==> src/rtl/uart_pkg.sv <==
// Shared definitions for the parametrised UART transmitter: state encoding,
// parity mode constants and a frame-length helper.
package uart_pkg;

    typedef enum logic [2:0] {
        ST_IDLE,
        ST_START,
        ST_DATA,
        ST_PARITY,
        ST_STOP
    } tx_state_t;

    localparam int PAR_NONE = 0;
    localparam int PAR_EVEN = 1;
    localparam int PAR_ODD  = 2;

    // Bits on the line for one frame: start + data + optional parity + stop.
    function automatic int frame_bits(input int data_bits, input int parity, input int stop_bits);
        return 1 + data_bits + ((parity != PAR_NONE) ? 1 : 0) + stop_bits;
    endfunction

endpackage

==> src/rtl/uart_bit_timer.sv <==
// Bit-period timer: counts 0..div-1 and flags the last cycle of each bit.
// A div of zero behaves as one, so every cycle is a bit boundary.
module uart_bit_timer #(
    parameter int DIV_W = 4
) (
    input  logic             tick,
    input  logic             rst,
    input  logic             clear,
    input  logic [DIV_W-1:0] div,
    output logic             bit_end
);

    logic [DIV_W-1:0] count;
    logic [DIV_W-1:0] last;

    always_comb begin
        last    = (div == '0) ? '0 : div - DIV_W'(1);
        bit_end = (count == last);
    end

    always_ff @(posedge tick or posedge rst) begin
        if (rst) begin
            count <= '0;
        end else if (clear || bit_end) begin
            count <= '0;
        end else begin
            count <= count + DIV_W'(1);
        end
    end

endmodule

==> src/rtl/uart_tx_param.sv <==
// Parametrised UART transmitter with valid/ready input: start bit, LSB-first
// data, optional parity, 1 or 2 stop bits, back-to-back frames without gaps.
module uart_tx_param
    import uart_pkg::*;
#(
    parameter int DATA_BITS = 8,
    parameter int PARITY    = 0,
    parameter int STOP_BITS = 1,
    parameter int DIV_W     = 4
) (
    input  logic                 tick,
    input  logic                 rst,
    input  logic                 tx_valid,
    input  logic [DATA_BITS-1:0] tx_data,
    output logic                 tx_ready,
    input  logic [DIV_W-1:0]     tick_div,
    output logic                 tx_serial,
    output logic                 tx_active,
    output logic                 tx_done
);

    localparam int IDX_W = $clog2(DATA_BITS + 1);

    // Handshake: a word is accepted on a rising edge where tx_valid & tx_ready.
    // tx_ready is a function of state and counters only, never of tx_valid.
    tx_state_t            state;
    logic [DATA_BITS-1:0] shift;
    logic                 par_bit;
    logic [DIV_W-1:0]     div_lat;
    logic [IDX_W-1:0]     bit_idx;
    logic                 stop_idx;
    logic                 armed;
    logic                 bit_end;
    logic                 timer_clear;
    logic                 last_stop;
    logic                 accept;

    assign timer_clear = (state == ST_IDLE);

    uart_bit_timer #(.DIV_W(DIV_W)) u_bit_timer (
        .tick    (tick),
        .rst     (rst),
        .clear   (timer_clear),
        .div     (div_lat),
        .bit_end (bit_end)
    );

    always_comb begin
        last_stop = (state == ST_STOP) && bit_end && (stop_idx == 1'(STOP_BITS - 1));
        tx_ready  = ((state == ST_IDLE) && armed) || last_stop;
        accept    = tx_valid && tx_ready;
        tx_done   = last_stop;
        tx_active = (state != ST_IDLE);
        tx_serial = 1'b1;
        unique case (state)
            ST_IDLE:   tx_serial = 1'b1;
            ST_START:  tx_serial = 1'b0;
            ST_DATA:   tx_serial = shift[0];
            ST_PARITY: tx_serial = par_bit;
            ST_STOP:   tx_serial = 1'b1;
            default:   tx_serial = 1'b1;
        endcase
    end

    always_ff @(posedge tick or posedge rst) begin
        if (rst) begin
            state    <= ST_IDLE;
            shift    <= '0;
            par_bit  <= 1'b0;
            div_lat  <= '0;
            bit_idx  <= '0;
            stop_idx <= 1'b0;
            armed    <= 1'b0;
        end else begin
            // armed keeps tx_ready low for the first cycle after reset release.
            armed <= 1'b1;
            unique case (state)
                ST_IDLE: begin
                    if (accept) begin
                        shift   <= tx_data;
                        par_bit <= (^tx_data) ^ (PARITY == PAR_ODD);
                        div_lat <= tick_div;
                        state   <= ST_START;
                    end
                end
                ST_START: begin
                    if (bit_end) begin
                        bit_idx <= '0;
                        state   <= ST_DATA;
                    end
                end
                ST_DATA: begin
                    if (bit_end) begin
                        shift <= shift >> 1;
                        if (bit_idx == IDX_W'(DATA_BITS - 1)) begin
                            stop_idx <= 1'b0;
                            state    <= (PARITY != PAR_NONE) ? ST_PARITY : ST_STOP;
                        end else begin
                            bit_idx <= bit_idx + IDX_W'(1);
                        end
                    end
                end
                ST_PARITY: begin
                    if (bit_end) begin
                        stop_idx <= 1'b0;
                        state    <= ST_STOP;
                    end
                end
                ST_STOP: begin
                    if (last_stop) begin
                        // A word offered in the final stop cycle starts the next frame directly.
                        if (accept) begin
                            shift   <= tx_data;
                            par_bit <= (^tx_data) ^ (PARITY == PAR_ODD);
                            div_lat <= tick_div;
                            state   <= ST_START;
                        end else begin
                            state <= ST_IDLE;
                        end
                    end else if (bit_end) begin
                        stop_idx <= 1'b1;
                    end
                end
                default: state <= ST_IDLE;
            endcase
        end
    end

endmodule
==> config.mk <==
export PLATFORM = sky130hd
export DESIGN_NAME = uart_tx_param
export DESIGN_NICKNAME = d
export VERILOG_FILES = /design/src/rtl/uart_pkg.sv /design/src/rtl/uart_bit_timer.sv /design/src/rtl/uart_tx_param.sv
export SDC_FILE = /design/constraint.sdc
export NUM_CORES = 1
export LEC_CHECK = 0
export ABC_AREA = 1
export CORE_AREA = 2 2 72 74
export DETAILED_ROUTE_END_ITERATION = 10
export DIE_AREA = 0 0 74 76
export HOLD_SLACK_MARGIN = 0.1
export PLACE_DENSITY = 0.59
export SETUP_SLACK_MARGIN = 0.4
export SLEW_MARGIN = 20
export SYNTH_ARGS = -nofsm -noshare
export SYNTH_HDL_FRONTEND = slang
export SYNTH_HIERARCHICAL = 1
export SYNTH_SLANG_ARGS = --single-unit
==> constraint.sdc <==
create_clock -name tick -period 3.8 [get_ports tick]
set_clock_uncertainty 0.2 [all_clocks]
set_input_delay 0.95 -clock tick [delete_from_list [all_inputs] [get_ports tick]]
set_output_delay 0.95 -clock tick [all_outputs]
set_load 0.01 [all_outputs]
==> flow_summary.yaml <==
timing:
  rsz0062_at_grt: "no"
  fin_crit_ns: 3.14
  worst_slew_pin_slew_ns: 0.910
  drv_slew: 0
  fin_tns_setup_ns: 0
  fin_hold_ws_ns: 0.279
  min_period_over_period_pct: 82.5
  hold_violations: 0
  finalSetupViolCount: 0
  fmax_mhz: 319
  slew_headroom_pct: 39.3
critical_path:
  worst-setup-path-type: "reg2out"
  endpoint_kind: "output port"
  cp.required_ns: 2.65
  r2r_start: "div_lat[1]"
  cp_max_fo: 4
  timing.rr.end: "shift[0]"
  r2r.worst_path.cells: 16
  ff2ff_setup_slack_ns: 1.59
  cp-start-kind: "flop"
  critPathArrivalTime_ns: 1.99
clock_tree:
  htree_num_levels: 1
  cts_buffers: 3
  path_clk_slew_ns: 0.08
  cts_num_sinks: 26
  clk_latency_ns: 0.26
  clockBufferDepth: 2
  root_buffer: "clkbuf_8"
  cts_tree: "yes"
yosys:
  syn-num-nets: 248
  synth.mux.area_fraction_pct: 0
  ys_seq_elements: 26
  synth_top_family_by_area: "simple AND/OR/NAND/NOR gates"
  yosys_warnings: 6
  yosys.area_share.simple_pct: 41.2
  ys_seq_area_share_pct: 39.8
  synth_fa_ha_area_share_pct: 1.53
  synth_compound_area_share_pct: 4.98
  synth-xor-area-share_pct: 4.29
  syn_avg_cell_area_um2: 7.07
  netlist_area_um2: 1630
  synth_cells: 231
  yosysUniqueCellTypes: 25
grt:
  grt_pass1_vias: 1193
  overflow: 0
  grt_max_degree: 23
  antenna_found_initial: 0
  grt_pass1_wl_um: 5220
  track_usage_pct: 11.7
power:
  vdd_drop_max_uv: 217
  switching_share_pct: 43.8
  power_density_nw_per_um2: 652
  internal-power_uw: 722
  p_seq_share_pct: 36.7
  combinationalPowerShare_pct: 51.5
  p_leak_nw: 1.06
  p_clk_share_pct: 11.8
  power_switching_uw: 563
finish:
  n_fill_cell: 519
  area_growth_pct: 20.8
  final_area_um2: 1970
  antenna_cells: 0
  drive_gt1_share_pct: 12.2
  finalNonFillerCells: 325
  nNetsFinal: 274
routing:
  drcViolationCount: 0
  drt_iter0_drc: 28
  dr.pass1.iters: 4
  wl_um: 3080
  via_count: 1384
  ant_nets: 0
  wl_per_cell_um: 9.47
  viasPerCell: 4.26
place:
  hpwl_um: 2310
  place_congestion: 0.777
  post-place-cells: 318
  io_buffers: 18
  place_area_um2: 1890
status:
  status: "finished clean"
die:
  rows: 26
  core-area_um2: 4910
  die_y_um: 76
  start_util_pct: 33.3
  die_area_um2: 5620
  die_w_um: 74
  io_pins: 19
min_path:
  hp-class: "reg2reg"
  min_path_cells: 2
  whs_endpoint: "shift[3]"
  hp-start: "shift[3]"
job:
  maxCapViolCount: 0
## cell families (layout without fill, tap and decap cells)
family,count (synthesis),in the layout
buf+inv,32,56
xor+xnor,8,8
flops,26,26
other cells,1,1
fa+ha+maj,2,2
simple gates,149,149
compound gates,13,13
## worst max-delay path by stage
stage	start	to	slack, ns	cells past startpoint
floorplan	div_lat[1]	tx_ready	1.17	11
global placement	div_lat[1]	tx_ready	0.53	12
detailed placement	div_lat[1]	tx_ready	0.50	12
CTS	div_lat[1]	tx_done	0.43	12
global route	div_lat[1]	tx_ready	0.51	12
finish	div_lat[1]	tx_ready	0.66	12
## flip-flops by register name (all words and copies together) (netlist names)
| name | count |
|---|---|
| shift | 8 |
| bit_idx | 4 |
| div_lat | 4 |
| u_bit_timer/count | 4 |
| state | 3 |
| armed | 1 |
| par_bit | 1 |
| stop_idx | 1 |
## placed cells by master (no fill, tap or decap), types with 2 or more instances in the layout
master / Yosys / final
buf_4: 0 / 4
nor2_1: 11 / 9
dfrtp_1: 26 / 26
inv_1: 25 / 25
xor2_1: 5 / 5
nor2_2: 1 / 2
nand2_1: 103 / 103
clkbuf_8: 0 / 3
nand2_4: 2 / 2
o21ai_1: 7 / 7
inv_2: 5 / 5
nand2_2: 7 / 7
ha_1: 2 / 2
o21ai_0: 4 / 4
clkdlybuf4s50_1: 0 / 16
nand3_1: 18 / 18
nand3_2: 2 / 2
nor2_4: 1 / 2
xnor2_1: 3 / 3
## cell type report
type | count | area (µm²) | area share, %
Timing Repair Buffer | 22 | 211 | 10.7
Inverter | 31 | 119 | 6.02
Sequential cell | 26 | 651 | 33.0
Multi-Input combinational cell | 173 | 863 | 43.8
Clock buffer | 3 | 41.3 | 2.09
Tap cell | 70 | 87.6 | 4.44
## timing repair
action	4_1_cts	5_1_grt
setup buffers	4	0
hold buffers	0	0
endpoints found under the setup margin	2	1
cloned	0	0
resized for setup	4	1
pin swaps	1	0
## metal layers
layer	part of all wire (%)	vias to the layer above	global-route usage, %	routed length (µm)
met5	0	-	0	0
met4	0.26	0	1.64	8
met3	3.3	2	3.17	102
met1	49	607	15.6	1510
met2	47	15	19.1	1460
li1	-	760	-	-
## per-stage QoR
stage	setup WS (ns)	util (%)	power, mW
after detailed placement	0.503	38.5	1.10
after global placement	0.534	38.5	1.09
after floorplan	1.17	-	0.942
final	0.664	40.2	1.29
after CTS	0.431	40.1	1.30
after global routing	0.509	40.2	1.42
## worst max-delay path, stage by stage (launching register included)
cell           delay (ns)
dfrtp_1              0.42
nor2_4               0.15
nand2_2              0.08
nand2_1              0.07
nand2_1              0.05
nand2_1              0.06
nand3_2              0.12
nor2_4               0.15
inv_1                0.07
nor2_2               0.11
nand3_2              0.09
nand2_2              0.10
dlygate4sd2_1        0.27
## power by group through the flow
stage | registers [mW] | clock network (mW) | logic [mW]
2_1_floorplan | 0.458 | 0 | 0.484
3_3_place_gp | 0.477 | 0 | 0.618
3_5_place_dp | 0.479 | 0 | 0.621
4_1_cts | 0.471 | 0.160 | 0.672
5_1_grt | 0.487 | 0.170 | 0.761
6_report | 0.472 | 0.152 | 0.662
## synth_stat cells (all sizes together)
cell type,count,share of area (%)
buf,1,0.69
conb,1,0.23
dfrtp,26,40
ha,2,1.5
inv,31,7.3
nand2,113,29
nand3,21,7.8
nand3b,1,0.46
nand4,1,0.38
nor2,13,3.6
o211ai,1,0.46
o21ai,11,3.4
o21bai,1,1.1
xnor2,3,1.6
xor2,5,2.7
No activity file was read; power rests on OpenSTA's default activity.
